--- src/rtl/alu_seq.sv ---
// Handshaked sequential ALU: registered result/flags, iterative one-bit-per-cycle shifts.
// Drop-in successor of the 5-bit combinational datapath ALU (op codes 000-011 compatible).
module alu_seq #(
  parameter int WIDTH = 5
) (
  input  logic             clk,
  input  logic             rst,
  input  logic             in_valid,
  output logic             in_ready,
  input  logic [WIDTH-1:0] a,
  input  logic [WIDTH-1:0] b,
  input  logic [2:0]       op,
  output logic             out_valid,
  input  logic             out_ready,
  output logic [WIDTH-1:0] r,
  output logic             sf,
  output logic             zf,
  output logic             cf,
  output logic             of
);

  localparam int CW = $clog2(WIDTH + 1);

  typedef enum logic [1:0] {IDLE, SHIFT, DONE} state_t;

  state_t           state;
  logic [WIDTH-1:0] acc;
  logic [CW-1:0]    cnt;
  logic             right;

  logic [WIDTH:0]   sum;
  logic [WIDTH-1:0] res;
  logic             res_cf;
  logic             res_of;
  logic             is_shift;
  logic [CW-1:0]    n;
  logic [WIDTH-1:0] sh_src;
  logic [WIDTH-1:0] sh_val;
  logic             sh_dir;
  logic             sh_bit;

  assign in_ready  = (state == IDLE);
  assign out_valid = (state == DONE);
  assign is_shift  = (op == 3'b010) || (op == 3'b111);

  // Non-shift datapath; only sampled on the accept edge.
  always_comb begin
    sum    = '0;
    res    = '0;
    res_cf = 1'b0;
    res_of = 1'b0;
    case (op)
      3'b000: begin
        sum    = {1'b0, a} + {1'b0, b};
        res    = sum[WIDTH-1:0];
        res_cf = sum[WIDTH];
        res_of = (a[WIDTH-1] == b[WIDTH-1]) && (res[WIDTH-1] != a[WIDTH-1]);
      end
      3'b100: begin
        sum    = {1'b0, a} + {1'b0, ~b} + (WIDTH+1)'(1);
        res    = sum[WIDTH-1:0];
        res_cf = ~sum[WIDTH];
        res_of = (a[WIDTH-1] != b[WIDTH-1]) && (res[WIDTH-1] != a[WIDTH-1]);
      end
      3'b001:  res = a | b;
      3'b101:  res = a & b;
      3'b110:  res = a ^ b;
      default: res = '0;
    endcase
  end

  // Shift amount saturates at WIDTH; larger amounts behave identically.
  always_comb begin
    if (b >= WIDTH) n = CW'(WIDTH);
    else            n = CW'(b);
  end

  // One-bit shifter shared by the accept edge (source a) and the SHIFT state (source acc).
  always_comb begin
    sh_src = (state == IDLE) ? a : acc;
    sh_dir = (state == IDLE) ? op[2] : right;
    if (sh_dir) begin
      sh_val = {1'b0, sh_src[WIDTH-1:1]};
      sh_bit = sh_src[0];
    end else begin
      sh_val = {sh_src[WIDTH-2:0], 1'b0};
      sh_bit = sh_src[WIDTH-1];
    end
  end

  // The accept edge performs the first shift step, so a shift of n takes max(n,1) edges.
  always_ff @(posedge clk or posedge rst) begin
    if (rst) begin
      state <= IDLE;
      acc   <= '0;
      cnt   <= '0;
      right <= 1'b0;
      r     <= '0;
      sf    <= 1'b0;
      zf    <= 1'b0;
      cf    <= 1'b0;
      of    <= 1'b0;
    end else begin
      case (state)
        IDLE: begin
          if (in_valid) begin
            if (is_shift) begin
              right <= op[2];
              if (n == '0) begin
                r     <= a;
                sf    <= a[WIDTH-1];
                zf    <= (a == '0);
                cf    <= 1'b0;
                of    <= 1'b0;
                state <= DONE;
              end else if (n == CW'(1)) begin
                r     <= sh_val;
                sf    <= sh_val[WIDTH-1];
                zf    <= (sh_val == '0);
                cf    <= sh_bit;
                of    <= 1'b0;
                state <= DONE;
              end else begin
                acc   <= sh_val;
                cnt   <= n - CW'(1);
                state <= SHIFT;
              end
            end else begin
              r     <= res;
              sf    <= res[WIDTH-1];
              zf    <= (res == '0);
              cf    <= res_cf;
              of    <= res_of;
              state <= DONE;
            end
          end
        end
        SHIFT: begin
          acc <= sh_val;
          cnt <= cnt - CW'(1);
          if (cnt == CW'(1)) begin
            r     <= sh_val;
            sf    <= sh_val[WIDTH-1];
            zf    <= (sh_val == '0);
            cf    <= sh_bit;
            of    <= 1'b0;
            state <= DONE;
          end
        end
        DONE: begin
          if (out_ready) state <= IDLE;
        end
        default: state <= IDLE;
      endcase
    end
  end

endmodule
--- config.mk ---
export PLATFORM = sky130hd
export DESIGN_NAME = alu_seq
export DESIGN_NICKNAME = d
export VERILOG_FILES = /design/src/rtl/alu_seq.sv
export SDC_FILE = /design/constraint.sdc
export NUM_CORES = 1
export LEC_CHECK = 0
export ABC_AREA = 1
export CAP_MARGIN = 15
export CORE_MARGIN = 2
export CORE_UTILIZATION = 40
export CTS_CLUSTER_DIAMETER = 80
export DETAILED_ROUTE_END_ITERATION = 8
export DONT_BUFFER_PORTS = 1
export GPL_ROUTABILITY_DRIVEN = 0
export HOLD_SLACK_MARGIN = 0.12
export PLACE_DENSITY = 0.55
export SLEW_MARGIN = 20
export SYNTH_ARGS = -nofsm -noshare
export SYNTH_HDL_FRONTEND = slang
export SYNTH_SLANG_ARGS = --single-unit
--- constraint.sdc ---
create_clock -name clk -period 4.2 [get_ports clk]
set_input_delay 0.21 -clock clk [delete_from_list [all_inputs] [get_ports clk]]
set_output_delay 0.21 -clock clk [all_outputs]
set_load 0.01 [all_outputs]
==> key figures <==
Status
  • Outcome: finished clean

Detailed routing
  • DR vias/cell: 5.24
  • Pre-antenna DRT Iters: 4
  • DR iter-0 viols: 135
  • DR DRC count: 0
  • DR WL/cell: 14.8 um
  • Total Wirelength: a little over 5000 um
  • DRT antenna net count: 0
  • Via count: approximately 1800

Clock tree
  • CTS tree: done
  • Clock transition at path regs: 0.07 ns
  • Later-pin clock latency in the skew report: 0.25 ns
  • Root Buffer: clkbuf_8
  • Setup bufs post-CTS: 0
  • Number of CTS-inserted buffers: 3
  • Number of buffers inserted by hold repair at cts: 1
  • Post-CTS resize count: 0
  • CTS sink count: 19
  • Max clock buf depth: 2
  • # H-tree levels: 1

Logic synthesis
  • Post-synthesis compound-gate area fraction: 0.170
  • Sequential area share after synthesis: 0.245
  • Mapped Cells: 294
  • Largest family of logic cells by synthesized area: simple AND/OR/NAND/NOR gates
  • Yosys cell types: 35
  • Seq cells post-synth: 19
  • Post-synthesis mux area share: 0.00581
  • Fraction of the mapped netlist area in simple logic gates: 0.314
  • Post-Synth XOR/XNOR Area: 0.00903
  • Post-Syn Area per Cell: 6.60 um2
  • Post-Synthesis Cell Area: 0.00194 mm2
  • Post-synth EDFFs: 0
  • Async set-or-reset flop fraction in the synthesized netlist: 1.00
  • Syn_nets: 333
  • Primary FF master, synth: dfrtp_1
  • Synth Area in Adders: 0.150
  • Yosys warns: 0

STA
  • RSZ-0062 raised after global routing: false
  • F_max: 530 MHz
  • Worst Clk Skew: between 0.008 and 0.009 ns
  • Crit share post-route: 0.450
  • Hold WS: 0.148 ns
  • Max Slew Vio Count: 0
  • Slew headroom: 0.495
  • Final Hold Viols: 0
  • Slew of the pin with the lowest slew margin: about 0.76 ns
  • Setup TNS: 0 ns
  • # setup viols final: 0
  • Final min period: roughly 1.9 ns

Critical path
  • CP bufs+invs: 2
  • Worst setup SP type: flop
  • Most frequent CP cell: inv_1
  • CP endpoint kind: flop
  • Cell breakdown of the critical path: inv_1 > nor2_1 > inv_1 > o21ai_1 > a41oi_1 > a21oi_2
  • WS Path Type: reg -> reg
  • CP max FO: 12
  • Arr. time, crit path: 2.07 ns
  • Max incr delay on CP: between 0.4 and 0.5 ns
  • Worst endpoint required time: 4.38 ns
  • Family with the most delay on the worst path: compound AO/OA/AOI/OAI gates
  • Critical path's slowest cell: dfrtp_1

Global route
  • Global route overflow: 0
  • Number of global-route vias before repair: 1845
  • Gr usage total: 0.214
  • Largest net degree at the start of global routing: 20
  • Antenna violations before repair: 0
  • First-pass GRT wire length: 9000 um

Layout
  • Layout net count: 334
  • Layout area overhead: 4.97%
  • Commonest non-fill, non-tap cells in the layout: 76 x nand2_1, 41 x inv_1, 33 x nor2_1
  • Area of the multi-input gates: between 0.001 and 0.0015 mm2
  • Reg area: 475 um2
  • Antenna cell count: 0
  • Share of layout cells above drive strength 1: 0.0510
  • Filler cells: 518
  • Most common cell after layout, fill and taps aside: nand2_1

Floorplanning
  • Initial Util: 0.413
  • I/O pin count: 28
  • Core footprint: around 0.0047 mm2
  • Die area: roughly 0.0054 mm2
  • Die W: 73.6 um
  • Cell Rows: 25
  • Die Ht: 73.6 um

Power and ir drop
  • VDD IR max: about 0.34 mV
  • Total power after layout: 1.09 mW
  • Leakage: roughly 1.1 nW
  • PwrDens: ~540 mW/mm2

Run
  • Maxcap violations: 0

Placed design
  • Port buffer count: 0
  • HPWL after detailed placement: 4130 um

Min path
  • HP Class: in -> reg
[state kept, by name, summed over array words and instances, names as in the netlist]
name   cells
state      2
of         1
r          5
right      1
cf         1
acc        5
zf         1
cnt        3
[stage by stage]
step           setup WS [ns]   util  instance area [um2]  std cells
3_3_place_gp            2.17  0.422                 1980        343
6_report                2.31  0.434                 2040        348
4_1_cts                 2.30  0.434                 2040        348
2_1_floorplan           2.46      -                 1940        294
3_5_place_dp            2.13  0.422                 1980        343
5_1_grt                 2.01  0.434                 2040        348
[cell type report]
class | instances | share of cell area
Sequential cell | 19 | 0.234
Inverter | 47 | 0.0885
Tap cell | 54 | 0.0332
Clock buffer | 4 | 0.0221
Timing Repair Buffer | 1 | 0.00492
Multi-Input combinational cell | 223 | 0.618
[worst register-to-register path, cell delays in order, from the launching register on]
cell and delay, ns:
dfrtp_1 0.41, inv_1 0.05, nor2_1 0.30, inv_1 0.29, o21ai_1 0.35, a41oi_1 0.22, a21oi_2 0.17
[worst paths after layout]
check	startpoint	endpoint	slack [ns]	depth (start not counted)
worst max-delay path	state[0]$_DFFE_PP0P_	zf$_DFFE_PP0P_	2.31	6
worst min-delay path	in_valid	right$_DFFE_PP0P_	0.15	2
worst max register to register	state[0]$_DFFE_PP0P_	zf$_DFFE_PP0P_	2.31	6
worst min register to register	acc[0]$_DFFE_PP0P_	acc[0]$_DFFE_PP0P_	0.49	2
max in group asynchronous	rst	acc[3]$_DFFE_PP0P_	3.19	2
min in group asynchronous	rst	acc[2]$_DFFE_PP0P_	0.53	2
[synthesized netlist by cell type (all sizes together), types with 2 or more instances]
library cell / number / area [um2]
inv: 46 / 175
nand3b: 3 / 22.5
o21ai: 27 / 143
a211oi: 2 / 15.0
nand3: 20 / 113
nand2: 76 / 285
nor2: 34 / 135
fa: 2 / 40.0
a21oi: 16 / 83.8
nand4: 4 / 25.0
buf: 4 / 22.5
a31oi: 2 / 12.5
nor3: 3 / 15.0
a2bb2oi: 4 / 35.0
o31ai: 2 / 15.0
dfrtp: 19 / 475
ha: 20 / 250
[layer usage]
layer	track usage	wire length [um]
met1	0.322	2660
met3	0.0535	328
met4	0.0222	0
met5	0	0
met2	0.319	2150
[logic make-up (layout without fill, tap and decap cells)]
| family | after synthesis | after routing |
|---|---|---|
| and+or+nand+nor | 142 | 142 |
| AOI/OAI and AO/OA | 56 | 56 |
| buffers and inverters | 52 | 52 |
| adders and majority gates | 22 | 22 |
| DFF | 19 | 19 |
| xor gates and xnor gates | 2 | 2 |
| muxes | 1 | 1 |
[report_power, final]
| part | internal, mW | switching (mW) | total (mW) |
|---|---|---|---|
| sequential | 0.274 | 0.0813 | 0.355 |
| clock | 0.0673 | 0.0575 | 0.125 |
| combinational | 0.213 | 0.400 | 0.613 |
| total | 0.554 | 0.539 | 1.09 |
Note: power is estimated with default switching activity, not from simulation.
